==> src/rtl/muldiv_pkg.sv <==
// Shared types and constants for the HI/LO multiply/move sequencer.
// Holds the FSM state encoding, the op encoding and the datapath sizes.
package muldiv_pkg;

    localparam int unsigned XLEN       = 32;
    localparam int unsigned PROD_W     = 2 * XLEN;
    localparam int unsigned MULT_STEPS = 32;
    localparam int unsigned CNT_W      = $clog2(MULT_STEPS + 1);

    typedef enum logic [1:0] {
        ST_IDLE  = 2'd0,
        ST_RUN   = 2'd1,
        ST_FIX   = 2'd2,
        ST_WRITE = 2'd3
    } state_e;

    typedef enum logic [1:0] {
        OP_MULT  = 2'd0,
        OP_MULTU = 2'd1,
        OP_MTHI  = 2'd2,
        OP_MTLO  = 2'd3
    } op_e;

endpackage

==> src/rtl/muldiv_sequencer_if.sv <==
// Request/response bundle between a requester and the multiply/move sequencer.
// The requester drives start/op/A/B; the sequencer returns status and HI/LO.
interface muldiv_sequencer_if;
    import muldiv_pkg::*;

    logic            start;
    op_e             op;
    logic [XLEN-1:0] A;
    logic [XLEN-1:0] B;
    logic            busy;
    logic            done;
    logic [XLEN-1:0] HI;
    logic [XLEN-1:0] LO;
    logic [1:0]      stateOut;

    modport master (
        output start, op, A, B,
        input  busy, done, HI, LO, stateOut
    );

    modport slave (
        input  start, op, A, B,
        output busy, done, HI, LO, stateOut
    );

endinterface

==> src/rtl/mult_engine.sv <==
// Shift-add multiply datapath: operand magnitudes, 64-bit accumulator and step counter.
// Sign is handled by multiplying magnitudes and negating the product once at the end.
module mult_engine
    import muldiv_pkg::*;
(
    input  logic              clock,
    input  logic              reset,
    input  logic              load_i,
    input  logic              signed_i,
    input  logic              step_i,
    input  logic              negate_i,
    input  logic [XLEN-1:0]   a_i,
    input  logic [XLEN-1:0]   b_i,
    output logic [PROD_W-1:0] prod_o,
    output logic              last_step_o
);

    logic [PROD_W-1:0] mcand_q;
    logic [PROD_W-1:0] acc_q;
    logic [XLEN-1:0]   mplier_q;
    logic [CNT_W-1:0]  cnt_q;
    logic              sign_q;

    logic [XLEN-1:0]   a_mag_c;
    logic [XLEN-1:0]   b_mag_c;

    // 0x80000000 negates to itself, which read unsigned is exactly 2^31.
    always_comb begin
        a_mag_c = a_i;
        b_mag_c = b_i;
        if (signed_i && a_i[XLEN-1]) a_mag_c = ~a_i + XLEN'(1);
        if (signed_i && b_i[XLEN-1]) b_mag_c = ~b_i + XLEN'(1);
    end

    always_ff @(posedge clock or posedge reset) begin
        if (reset) begin
            mcand_q  <= '0;
            acc_q    <= '0;
            mplier_q <= '0;
            cnt_q    <= '0;
            sign_q   <= 1'b0;
        end else if (load_i) begin
            mcand_q  <= PROD_W'(a_mag_c);
            mplier_q <= b_mag_c;
            acc_q    <= '0;
            cnt_q    <= '0;
            sign_q   <= signed_i & (a_i[XLEN-1] ^ b_i[XLEN-1]);
        end else if (step_i) begin
            if (mplier_q[0]) acc_q <= acc_q + mcand_q;
            mcand_q  <= mcand_q << 1;
            mplier_q <= mplier_q >> 1;
            cnt_q    <= cnt_q + CNT_W'(1);
        end else if (negate_i && sign_q) begin
            acc_q <= ~acc_q + PROD_W'(1);
        end
    end

    assign prod_o      = acc_q;
    assign last_step_o = (cnt_q == CNT_W'(MULT_STEPS - 1));

endmodule

==> src/rtl/muldiv_sequencer.sv <==
// HI/LO sequencer: FSM that runs the shift-add engine for MULT/MULTU and
// performs single-cycle MTHI/MTLO moves, owning the architectural HI/LO registers.
module muldiv_sequencer
    import muldiv_pkg::*;
#(
    parameter int unsigned WIDTH = 32
) (
    input  logic               clock,
    input  logic               reset,
    muldiv_sequencer_if.slave  bus
);

    state_e           state_q;
    logic             busy_q;
    logic             done_q;
    logic [WIDTH-1:0] hi_q;
    logic [WIDTH-1:0] lo_q;

    logic              is_mul_c;
    logic              load_c;
    logic              step_c;
    logic              negate_c;
    logic [PROD_W-1:0] prod_c;
    logic              last_step_c;

    // Engine controls decode straight from the current state.
    always_comb begin
        is_mul_c = (bus.op == OP_MULT) || (bus.op == OP_MULTU);
        load_c   = (state_q == ST_IDLE) && bus.start && is_mul_c;
        step_c   = (state_q == ST_RUN);
        negate_c = (state_q == ST_FIX);
    end

    mult_engine u_engine (
        .clock       (clock),
        .reset       (reset),
        .load_i      (load_c),
        .signed_i    (bus.op == OP_MULT),
        .step_i      (step_c),
        .negate_i    (negate_c),
        .a_i         (bus.A),
        .b_i         (bus.B),
        .prod_o      (prod_c),
        .last_step_o (last_step_c)
    );

    always_ff @(posedge clock or posedge reset) begin
        if (reset) begin
            state_q <= ST_IDLE;
            busy_q  <= 1'b0;
            done_q  <= 1'b0;
            hi_q    <= '0;
            lo_q    <= '0;
        end else begin
            done_q <= 1'b0;
            case (state_q)
                ST_IDLE: begin
                    if (bus.start) begin
                        case (bus.op)
                            OP_MULT, OP_MULTU: begin
                                state_q <= ST_RUN;
                                busy_q  <= 1'b1;
                            end
                            OP_MTHI: begin
                                hi_q   <= bus.A;
                                done_q <= 1'b1;
                            end
                            OP_MTLO: begin
                                lo_q   <= bus.A;
                                done_q <= 1'b1;
                            end
                            default: ;
                        endcase
                    end
                end
                ST_RUN: begin
                    if (last_step_c) state_q <= ST_FIX;
                end
                ST_FIX: begin
                    state_q <= ST_WRITE;
                end
                ST_WRITE: begin
                    hi_q    <= prod_c[PROD_W-1:XLEN];
                    lo_q    <= prod_c[XLEN-1:0];
                    done_q  <= 1'b1;
                    busy_q  <= 1'b0;
                    state_q <= ST_IDLE;
                end
                default: begin
                    state_q <= ST_IDLE;
                    busy_q  <= 1'b0;
                end
            endcase
        end
    end

    assign bus.busy     = busy_q;
    assign bus.done     = done_q;
    assign bus.HI       = hi_q;
    assign bus.LO       = lo_q;
    assign bus.stateOut = state_q;

endmodule

==> src/flat_wrapper.sv <==
// flat-port wrapper written by rule: the top's interface ports become plain ports
module muldiv_sequencer_flat import muldiv_pkg::*;
#(
    parameter int unsigned WIDTH = 32
)
  (clock, reset, bus_start, bus_op, bus_A, bus_B, bus_busy, bus_done, bus_HI, bus_LO, bus_stateOut);
  muldiv_sequencer_if bus_i ();
  input  logic clock;
  input  logic reset;
  input wire logic [$bits(bus_i.start)-1:0] bus_start;
  input wire logic [$bits(bus_i.op)-1:0] bus_op;
  input wire logic [$bits(bus_i.A)-1:0] bus_A;
  input wire logic [$bits(bus_i.B)-1:0] bus_B;
  output wire logic [$bits(bus_i.busy)-1:0] bus_busy;
  output wire logic [$bits(bus_i.done)-1:0] bus_done;
  output wire logic [$bits(bus_i.HI)-1:0] bus_HI;
  output wire logic [$bits(bus_i.LO)-1:0] bus_LO;
  output wire logic [$bits(bus_i.stateOut)-1:0] bus_stateOut;
  assign bus_i.start = bus_start;
  assign bus_i.op = bus_op;
  assign bus_i.A = bus_A;
  assign bus_i.B = bus_B;
  assign bus_busy = bus_i.busy;
  assign bus_done = bus_i.done;
  assign bus_HI = bus_i.HI;
  assign bus_LO = bus_i.LO;
  assign bus_stateOut = bus_i.stateOut;
  muldiv_sequencer #(.WIDTH(WIDTH)) u_core (.clock(clock), .reset(reset), .bus(bus_i));
endmodule
==> config.mk <==
export PLATFORM = sky130hd
export DESIGN_NAME = muldiv_sequencer_flat
export DESIGN_NICKNAME = d
export VERILOG_FILES = /design/src/rtl/muldiv_pkg.sv /design/src/rtl/muldiv_sequencer_if.sv /design/src/rtl/mult_engine.sv /design/src/rtl/muldiv_sequencer.sv /design/src/flat_wrapper.sv
export SDC_FILE = /design/constraint.sdc
export NUM_CORES = 1
export LEC_CHECK = 0
export ABC_AREA = 1
export CORE_AREA = 5 5 197 199
export CTS_BUF_LIST = sky130_fd_sc_hd__clkbuf_8
export DETAILED_ROUTE_END_ITERATION = 8
export DIE_AREA = 0 0 202 204
export GPL_ROUTABILITY_DRIVEN = 0
export PLACE_DENSITY = 0.74
export SKIP_CTS_REPAIR_TIMING = 1
export SYNTH_ARGS = -nofsm -noshare
export SYNTH_HDL_FRONTEND = slang
export SYNTH_SLANG_ARGS = --single-unit
==> constraint.sdc <==
create_clock -name clock -period 11.7 [get_ports clock]
set_clock_uncertainty 0.15 [all_clocks]
set_input_delay 3.51 -clock clock [delete_from_list [all_inputs] [get_ports clock]]
set_output_delay 3.51 -clock clock [all_outputs]
set_load 0.01 [all_outputs]
==> out/results.txt <==
worst min path class -> reg -> reg
area growth from synthesis to final layout -> 13.15%
Cell Rows -> 71
TritonRoute pass-1 iters -> 7
pin slew with the least headroom to its limit -> 1.060 ns
Iteration-0 DRC Markers -> 2,567
setup repair after global routing missed its margin -> false
highest clock frequency the design can meet -> 0.1564 GHz
Clock transition at path regs -> 0.07 ns
maximum number of pins on one net before global-route repair -> 113
count of warnings emitted by yosys -> 0
Total GRT Usage -> 0.3375
Seq/Total Area, Yosys -> 0.2948
vias in the first global route -> 20.04k
Worst Setup Path Type -> in -> reg
detailed placement HPWL -> 55,510 um
Pwr per Cell Area -> 273.0 nW/um2
most used standard cell by instance count after synthesis -> sky130_fd_sc_hd__nand2_1
required time of the critical path -> 12.05 ns
top_reg_cell synth -> sky130_fd_sc_hd__dfrtp_1
Avg Synthesized Cell Area -> 6.030 um2
final wirelength -> 71,040 um
# clock sinks -> 235
global-route wire length before repair -> 110,100 um
initial antenna violation count -> 3
count of pins over their slew limit -> 0
post-route worst setup slack -> 5.305 ns
core area -> 37,040 um2
buffers from clock root to sink, at most -> 3
number of buffers added on ports -> 136
Place WS -> 4.717 ns
layout cell share with drive strength beyond 1 -> 0.04128
total negative slack for setup checks -> 0 ns
residual antenna-violating net count after detailed routing -> 0
TritonCTS clock tree -> done
number of filler cells placed in the layout -> 3,614
max-cap violations -> 0
crit end category -> flop
result of the run -> finished clean
fin nets -> 3,550
root cell of the clock tree -> sky130_fd_sc_hd__clkbuf_8
flip-flop and latch count after synthesis -> 235
arrival time of data at the critical path endpoint -> 6.74 ns
final setup fails -> 0
netlist area before placement -> 19,950 um2
cell leakage power -> 12.04 nW
insertion delay of the later-clocked pin in the worst-skew pair -> 0.61 ns
distinct cell type count of the synthesized netlist -> 48
Max transition margin -> 0.2911
maximum fanout along the worst path -> 66
count of mapped cells out of synthesis -> 3,308
top post-synthesis cells by count -> 1,136 x sky130_fd_sc_hd__nand2_1, 536 x sky130_fd_sc_hd__inv_1, 352 x sky130_fd_sc_hd__nor2_1
drt wl/cell -> 18.15 um
starting density of the core -> 0.5385
height of the chip -> 204 um
Peak VDD IR -> 0.0001374 V
# H-tree levels -> 2
synthesized net count -> 3,449
dominant cells by area after synthesis -> sky130_fd_sc_hd__dfrtp_1 29%, sky130_fd_sc_hd__nand2_1 21%, sky130_fd_sc_hd__inv_1 10%
number of enable flip-flop cells after synthesis -> 0
global route overflow -> 0
Setup crit start kind -> primary input
portion of synthesized cell area occupied by the leading cell type -> 0.2948
part of the cycle the worst path needs -> 0.5466
number of vias per cell -> 5.619
number of I/O pins -> 137
number of buffers created by CTS -> 42
detailed-route via count -> 22.00k
largest area contributor in the netlist -> sky130_fd_sc_hd__dfrtp_1
count of final hold-check violations -> 0
x dimension of the die -> 202 um
remaining design rule violation count -> 0
area of the die -> 41,210 um2
Post-synth ARST share -> 1.000
clock period minus worst slack -> 6.395 ns
share of the core filled with cells -> 0.6093
## metrics by stage
| stage | hold WS [ns] | power [mW] | instances | instance area (um2) |
|---|---|---|---|---|
| 2_1_floorplan | 0.2836 | 3.929 | 3308 | 19950 |
| 3_3_place_gp | 0.3015 | 5.116 | 3839 | 21670 |
| 3_5_place_dp | 0.3104 | 5.209 | 3839 | 21670 |
| 4_1_cts | 0.3266 | 6.057 | 3914 | 22570 |
| 5_1_grt | 0.3470 | 6.635 | 3914 | 22570 |
| 6_report | 0.3243 | 6.162 | 3915 | 22570 |
## state kept, by name, indices dropped and copies added (netlist names)
name,cells
u_core.u_engine.sign_q,1
u_core.bus.HI,32
u_core.bus.LO,32
u_core.u_engine.mplier_q,32
u_core.bus.done,1
u_core.u_engine.cnt_q,6
u_core.bus.busy,1
u_core.bus.stateOut,2
u_core.u_engine.prod_o,64
u_core.u_engine.mcand_q,64
## report_power, final
part | total [mW] | switching [mW] | internal (mW)
registers | 1.69 | 0.502 | 1.18
clock network | 0.830 | 0.366 | 0.464
logic | 3.65 | 2.43 | 1.21
## area by class of cell
| type | instances | area [um2] | area share |
|---|---|---|---|
| sequential | 235 | 5881 | 0.2605 |
| tap | 474 | 593.1 | 0.02628 |
| clock buffer | 55 | 757.0 | 0.03354 |
| inverter | 548 | 2066 | 0.09152 |
| clock inverter | 20 | 138.9 | 0.006153 |
| timing repair buffer | 148 | 1451 | 0.06431 |
| multi-input combinational | 2434 | 11680 | 0.5175 |
| antenna | 1 | 2.502 | 0.0001109 |
## routing by layer
metal | vias up | GRT usage | share of wire
li1 | 10576 | - | -
met1 | 9962 | 0.4701 | 0.40
met2 | 1238 | 0.5025 | 0.41
met3 | 217 | 0.07680 | 0.13
met4 | 4 | 0.1531 | 0.052
met5 | - | 0 | 0.00037
## critical path, stage by stage
cell	delay, ns
sky130_fd_sc_hd__clkdlybuf4s50_1	0.48
sky130_fd_sc_hd__inv_1	0.08
sky130_fd_sc_hd__nor3_4	0.15
sky130_fd_sc_hd__buf_4	0.48
sky130_fd_sc_hd__clkinv_2	0.75
sky130_fd_sc_hd__nand2_1	0.23
sky130_fd_sc_hd__buf_4	0.34
sky130_fd_sc_hd__inv_2	0.33
sky130_fd_sc_hd__o21ai_0	0.28
sky130_fd_sc_hd__nand2_1	0.07
## cells in the final DEF (no fill, tap or decap), drive strengths merged, types with 5 or more instances in the layout
cell	count
nand2	1141
o21ai	198
nand3	212
clkdlybuf4s50	136
dfrtp	235
xor2	71
inv	558
ha	71
nand4	26
o22ai	10
nor3	42
o211ai	13
nand3b	5
xnor2	6
a21oi	134
a31oi	70
buf	12
a21boi	33
clkbuf	55
clkinv	7
nor2	376
## kinds of logic after synthesis
group           synth area share
compound gates            0.1300
xor+xnor                 0.03381
fa+ha+maj                0.04554
buf+inv                   0.1216
flops                     0.2948
simple gates              0.3742
## worst paths after layout
check	from	end	slack (ns)	cells past startpoint
max reg2reg	u_core.bus.stateOut[1]$_DFFE_PP0P_	u_core.u_engine.prod_o[0]$_DFFE_PP0P_	7.93	11
min	u_core.u_engine.mplier_q[2]$_DFFE_PP0P_	u_core.u_engine.mplier_q[2]$_DFFE_PP0P_	0.32	2
max	bus_start	u_core.u_engine.prod_o[0]$_DFFE_PP0P_	5.30	10
max in group asynchronous	reset	u_core.bus.LO[13]$_DFFE_PP0P_	6.63	3
min in group asynchronous	reset	u_core.bus.done$_DFF_PP0_	3.32	2
min reg2reg	u_core.u_engine.mplier_q[2]$_DFFE_PP0P_	u_core.u_engine.mplier_q[2]$_DFFE_PP0P_	0.32	2
Power figures use the tool's default switching activity.
